==> config.mk <==
export PLATFORM = sky130hd
export DESIGN_NAME = uart_command_assembler
export DESIGN_NICKNAME = d
export VERILOG_FILES = /design/src/rtl/uart_command_assembler.sv
export SDC_FILE = /design/constraint.sdc
export NUM_CORES = 2
export LEC_CHECK = 0
export ABC_CLOCK_PERIOD_IN_PS = 4500
export CORE_MARGIN = 2
export CORE_UTILIZATION = 62
export CTS_BUF_LIST = sky130_fd_sc_hd__clkbuf_4 sky130_fd_sc_hd__clkbuf_8
export CTS_CLUSTER_DIAMETER = 120
export CTS_CLUSTER_SIZE = 28
export DETAILED_ROUTE_END_ITERATION = 16
export PLACE_DENSITY_LB_ADDON = 0.25
export SLEW_MARGIN = 20
export SYNTH_ARGS = -nofsm -noshare
export SYNTH_HDL_FRONTEND = slang
export SYNTH_SLANG_ARGS = --single-unit
export TNS_END_PERCENT = 100
==> constraint.sdc <==
create_clock -name clk -period 4.5 [get_ports clk]
set_input_delay 1.35 -clock clk [delete_from_list [all_inputs] [get_ports clk]]
set_output_delay 1.35 -clock clk [all_outputs]
set_load 0.03 [all_outputs]
==> src/rtl/uart_command_assembler.sv <==
// Frames UART bytes (SOF + FRAME_BYTES payload [+ XOR checksum when CHECKSUM_EN]) into command words queued in an FWFT FIFO.
// Latency: a word is at the FIFO head 2 clk edges after the final byte's rx_valid cycle.
// Backpressure: none upstream; a frame completing into a full FIFO is dropped and counted unless the head is popped that cycle.
module uart_command_assembler #(
    parameter logic [7:0] SOF_BYTE       = 8'hAA,
    parameter int         FRAME_BYTES    = 20,
    parameter int         TIMEOUT_CYCLES = 400000,
    parameter int         FIFO_DEPTH     = 4
) (
    input  logic                     clk,
    input  logic                     rst,
    input  logic [7:0]               rx_byte,
    input  logic                     rx_valid,
    output logic [FRAME_BYTES*8-1:0] command,
    output logic                     command_fifo_empty,
    input  logic                     command_fifo_rd_en,
    output logic                     command_fifo_full,
    output logic                     frame_error,
    output logic [7:0]               drop_count,
    output logic                     busy
);

    localparam int CMD_W = FRAME_BYTES * 8;
    localparam int AW    = $clog2(FIFO_DEPTH);
    localparam int PW    = AW + 1;
    localparam int CNT_W = $clog2(FRAME_BYTES + 1);
    localparam int TO_W  = $clog2(TIMEOUT_CYCLES + 1);

    typedef enum logic [1:0] {
        ST_IDLE    = 2'd0,
        ST_COLLECT = 2'd1,
        ST_PUSH    = 2'd2
    } state_t;

    state_t             state_q, state_d;
    logic [CNT_W-1:0]   byte_cnt_q, byte_cnt_d;
    logic [TO_W-1:0]    timeout_q, timeout_d;
    logic [CMD_W-1:0]   shift_q, shift_d;
`ifdef CHECKSUM_EN
    logic [7:0]         chk_q, chk_d;
`endif
    logic               frame_error_q, frame_error_d;
    logic [7:0]         drop_count_q, drop_count_d;
    logic [PW-1:0]      wr_ptr_q, wr_ptr_d;
    logic [PW-1:0]      rd_ptr_q, rd_ptr_d;
    logic [CMD_W-1:0]   mem_q [FIFO_DEPTH];
    logic [CMD_W-1:0]   mem_d [FIFO_DEPTH];
    logic [CMD_W-1:0]   command_q, command_d;

    logic push_req;
    logic drop_frame;
    logic fifo_empty;
    logic fifo_full;
    logic wr_en;
    logic rd_en;
    logic drop_inc;

    // Framing FSM: next state, byte collection and inter-byte timeout.
    always_comb begin
        state_d       = state_q;
        byte_cnt_d    = byte_cnt_q;
        timeout_d     = timeout_q;
        shift_d       = shift_q;
`ifdef CHECKSUM_EN
        chk_d         = chk_q;
`endif
        frame_error_d = 1'b0;
        push_req      = 1'b0;
        drop_frame    = 1'b0;

        case (state_q)
            ST_IDLE: begin
                if (rx_valid && (rx_byte == SOF_BYTE)) begin
                    state_d    = ST_COLLECT;
                    byte_cnt_d = '0;
                    timeout_d  = '0;
                    shift_d    = '0;
`ifdef CHECKSUM_EN
                    chk_d      = '0;
`endif
                end
            end
            ST_COLLECT: begin
                if (rx_valid) begin
                    timeout_d = '0;
`ifdef CHECKSUM_EN
                    if (byte_cnt_q == CNT_W'(FRAME_BYTES)) begin
                        if (rx_byte == chk_q) begin
                            state_d = ST_PUSH;
                        end else begin
                            state_d       = ST_IDLE;
                            frame_error_d = 1'b1;
                            drop_frame    = 1'b1;
                        end
                    end else begin
                        shift_d    = {shift_q[CMD_W-9:0], rx_byte};
                        chk_d      = chk_q ^ rx_byte;
                        byte_cnt_d = byte_cnt_q + CNT_W'(1);
                    end
`else
                    shift_d    = {shift_q[CMD_W-9:0], rx_byte};
                    byte_cnt_d = byte_cnt_q + CNT_W'(1);
                    if (byte_cnt_q == CNT_W'(FRAME_BYTES - 1)) begin
                        state_d = ST_PUSH;
                    end
`endif
                end else if (timeout_q == TO_W'(TIMEOUT_CYCLES - 1)) begin
                    // This idle cycle brings the gap to TIMEOUT_CYCLES: abandon the frame.
                    state_d       = ST_IDLE;
                    timeout_d     = '0;
                    frame_error_d = 1'b1;
                    drop_frame    = 1'b1;
                end else begin
                    timeout_d = timeout_q + TO_W'(1);
                end
            end
            ST_PUSH: begin
                push_req = 1'b1;
                state_d  = ST_IDLE;
            end
            default: begin
                state_d = ST_IDLE;
            end
        endcase
    end

    // FWFT FIFO; command_q tracks the post-update head so it holds its value once drained.
    always_comb begin
        fifo_empty = (wr_ptr_q == rd_ptr_q);
        fifo_full  = (wr_ptr_q[AW] != rd_ptr_q[AW]) &&
                     (wr_ptr_q[AW-1:0] == rd_ptr_q[AW-1:0]);
        rd_en      = command_fifo_rd_en && !fifo_empty;
        wr_en      = push_req && (!fifo_full || command_fifo_rd_en);
        drop_inc   = drop_frame || (push_req && !wr_en);

        mem_d = mem_q;
        if (wr_en) begin
            mem_d[wr_ptr_q[AW-1:0]] = shift_q;
        end
        wr_ptr_d = wr_ptr_q + {{AW{1'b0}}, wr_en};
        rd_ptr_d = rd_ptr_q + {{AW{1'b0}}, rd_en};

        command_d = command_q;
        if (wr_ptr_d != rd_ptr_d) begin
            command_d = mem_d[rd_ptr_d[AW-1:0]];
        end

        drop_count_d = drop_count_q;
        if (drop_inc && (drop_count_q != 8'hFF)) begin
            drop_count_d = drop_count_q + 8'd1;
        end
    end

    always_ff @(posedge clk) begin
        if (rst) begin
            state_q       <= ST_IDLE;
            byte_cnt_q    <= '0;
            timeout_q     <= '0;
            shift_q       <= '0;
`ifdef CHECKSUM_EN
            chk_q         <= '0;
`endif
            frame_error_q <= 1'b0;
            drop_count_q  <= '0;
            wr_ptr_q      <= '0;
            rd_ptr_q      <= '0;
            command_q     <= '0;
            for (int i = 0; i < FIFO_DEPTH; i++) begin
                mem_q[i] <= '0;
            end
        end else begin
            state_q       <= state_d;
            byte_cnt_q    <= byte_cnt_d;
            timeout_q     <= timeout_d;
            shift_q       <= shift_d;
`ifdef CHECKSUM_EN
            chk_q         <= chk_d;
`endif
            frame_error_q <= frame_error_d;
            drop_count_q  <= drop_count_d;
            wr_ptr_q      <= wr_ptr_d;
            rd_ptr_q      <= rd_ptr_d;
            command_q     <= command_d;
            for (int i = 0; i < FIFO_DEPTH; i++) begin
                mem_q[i] <= mem_d[i];
            end
        end
    end

    assign command            = command_q;
    assign command_fifo_empty = fifo_empty;
    assign command_fifo_full  = fifo_full;
    assign frame_error        = frame_error_q;
    assign drop_count         = drop_count_q;
    assign busy               = (state_q != ST_IDLE);

endmodule
==> summary.txt <==
Timing
  – TNS Setup: 0 ns
  – Crit path time final: 4.11 ns
  – Fmax achieved: 0.244 GHz
  – # setup viols final: 0
  – Final Max Slew Viols: 0
  – Worst Max-Slew Pin Slew: 1.33 ns
  – Relative slew margins: 0.114
  – Hold Vio Cnt, Final: 0
  – Crit share post-route: 0.912
  – RSZ-0062 raised after global routing: false
  – Setup Skew: 0.0281 ns
  – Fin Hold WS: 0.466 ns

Synth
  – Post-synth EDFFs: 0
  – Post-synth top cells: nand2_1 (1,582), dfxtp_1 (1,001), a21oi_1 (686)
  – Yosys cell types: 55
  – Synth Instances: 5,772
  – Most used flip-flop cell after synthesis: dfxtp_1
  – Cell accounting for the most synthesized area: dfxtp_1
  – Top-count cell post-synth: nand2_1
  – Ranking of synthesized cells by area: dfxtp_1 (45%), nand2_1 (13%), a21oi_1 (7.7%)
  – Post-synthesis register bit count: 1,001
  – Net count after synthesis: 5,791
  – Synth top area share: 0.452
  – Sequential area share after synthesis: 0.452
  – Synth async-reset ratio: 0
  – Yosys warns: 0
  – Synthesized area: 44,300 µm²
  – Post-synthesis area per instance: 7.68 µm²

Critical path
  – CP Class: reg2out
  – CP required: 3.15 ns
  – Startpoint type of the worst setup path: flop
  – Crit path capture type: primary output
  – Worst Path Max Fanout: 4
  – Worst reg-to-reg setup slack: 0.78 ns
  – R2R cell count: 13
  – Worst Path Arrival: 2.76 ns

Floorplan
  – Die W: 271 µm
  – Initial Util: 0.623
  – # IOs: 184
  – Die area: 73,600 µm²
  – Die H: 271 µm
  – Std-Cell Core Area: 71,100 µm²
  – Core Rows: 98

Power and ir drop
  – P_leak: 0.0154 µW
  – Net load switching power: 2910 µW
  – Total power: 12,700 µW
  – Logic pwr share: 0.020
  – Switching share of power: 0.229
  – Seq pwr share: 0.699
  – Pint: 9790 µW
  – Power per cell area: 270 nW/µm²
  – Max VDD drop: 0.326 mV
  – Clock Power Share: 0.281

Clock tree
  – Post-CTS Setup Repair Bufs: 0
  – Root Buffer: clkbuf_8
  – Clock insertion delay at the later pin of the skew report: 0.73 ns
  – Hold-fix buffers, CTS: 0
  – CTS HTree Levels: 2
  – Resized cells post-CTS: 0
  – Num Clock Sinks: 1,001
  – CTS clk-pin slew, worst paths: 0.17 ns
  – CTS Buf Count: 41
  – CTS tree: yes
  – Maximum root-to-sink buffer count: 3

Drt
  – DRT iter0 DRCs: 5,986
  – WL/cell: 22.3 µm
  – Via count: 42,700
  – Routed Antenna Nets: 0
  – Via density: 6.70
  – DR DRC count: 0
  – Final WL: 142 mm
  – First drt pass iteration count: 6

Global route
  – All-Layer GR Usage: 0.368
  – Largest net degree at the start of global routing: 220
  – Initial antenna violation count: 2
  – GRT Residual Overflow: 0
  – Vias in the first global route: 39,800
  – First-pass GRT wire length: 222 mm

Placed design
  – HPWL Detailed: 72.3 mm
  – IO Port Bufs: 183
  – Final Wtd Congestion: 0.821
  – Placed Area: 46,300 µm²

Run
  – Max-Cap Viols: 0

Layout
  – Area growth, synth to finish: 5.95%
  – Nets@finish: 5,430
  – Share of layout cells above drive strength 1: 0.0390
  – Cell area after layout: 47,000 µm²

Hold path
  – Hold Path Depth: 2
  – Worst hold path class: reg2reg

Run status
  – Status: completed
==> sequential cells by signal, indices dropped and copies added (netlist names), 2 cells and up <==
signal	flops
byte_cnt_q	5
command	160
drop_count	8
mem_q	640
rd_ptr_q	3
shift_q	160
state_q	2
timeout_q	19
wr_ptr_q	3
==> final timing paths <==
check / start / to
max: rd_ptr_q[0] / command_fifo_full
min: mem_q[281] / mem_q[281]
max reg2reg: state_q[1] / command[124]
min reg2reg: mem_q[281] / mem_q[281]
==> area by class of cell <==
cell class	instances	area [µm²]
Antenna cell	2	5.00
Clock buffer	44	599
Clock inverter	2	16.3
Fill cell	6157	24200
Inverter	41	164
Multi-Input combinational cell	4026	21500
Sequential cell	1001	20000
Tap cell	950	1190
Timing Repair Buffer	300	3390
==> per-stage QoR <==
stage | utilization | instances | setup slack [ns]
6_report | 0.660 | 6366 | 0.395
3_3_place_gp | 0.651 | 6318 | -0.0418
2_1_floorplan | - | 5772 | 0.231
5_1_grt | 0.660 | 6365 | 0.300
4_1_cts | 0.660 | 6364 | 0.420
3_5_place_dp | 0.651 | 6318 | -0.170
==> worst max-delay path, stage by stage, from the launching register on <==
cell	delay, ns
dfxtp_1	0.39
xor2_1	0.23
or2_2	0.32
nor2_1	0.33
clkdlybuf4s50_1	0.75
==> logic make-up (layout without fill, tap and decap cells) <==
logic type | after synthesis | count (layout) | share of synthesized area
mux | 133 | 133 | 0.0302
simple gates | 2384 | 2384 | 0.228
flops | 1001 | 1001 | 0.452
xor+xnor | 31 | 31 | 0.00613
other cells | 0 | 2 | 0
compound gates | 1471 | 1471 | 0.215
fa+ha+maj | 7 | 7 | 0.00198
buf+inv | 745 | 387 | 0.0669
==> power groups by stage <==
| stage | Sequential, µW | Clock (µW) | Combinational, µW |
|---|---|---|---|
| after floorplan | 9060 | 0 | 159 |
| after global placement | 9060 | 0 | 246 |
| after detailed placement | 9060 | 0 | 246 |
| after CTS | 8870 | 3570 | 246 |
| after global routing | 8870 | 3850 | 265 |
| final | 8870 | 3570 | 258 |
==> metal layers <==
metal  share of wire  vias up  global-route usage  wire length, µm
met5               0        -                   0                0
met4           0.037        0               0.149             5200
met3            0.12      425              0.0617            17400
met2            0.45     2802               0.583            64000
met1            0.39    20100               0.502            55400
li1                -    19300                   -                -
==> cells in the final DEF (no fill, tap or decap), types with 5 or more instances in the layout <==
cell type / Yosys / final
nand2_1: 1582 / 1579
dfxtp_1: 1001 / 1000
a21oi_1: 686 / 685
nor2_1: 200 / 196
clkdlybuf4s50_1: 0 / 181
nand3_1: 171 / 168
nor3_1: 167 / 166
a31oi_1: 127 / 127
mux2i_1: 126 / 126
o211ai_1: 126 / 126
or3_1: 126 / 125
o22ai_1: 125 / 125
o221ai_1: 125 / 125
o311ai_0: 71 / 71
buf_4: 9 / 63
o311ai_1: 54 / 54
buf_12: 0 / 54
nor4_1: 44 / 43
clkbuf_8: 0 / 43
and2_1: 39 / 38
inv_1: 39 / 38
a211oi_1: 36 / 36
o32a_1: 35 / 35
a2111oi_0: 35 / 35
a211o_1: 35 / 35
xnor2_1: 23 / 22
nor2b_1: 14 / 12
nand4_1: 9 / 9
xor2_1: 8 / 7
mux2_2: 7 / 7
and3_1: 6 / 6
ha_1: 7 / 6
and4_1: 5 / 5
Note: power is estimated with default switching activity, not from simulation.
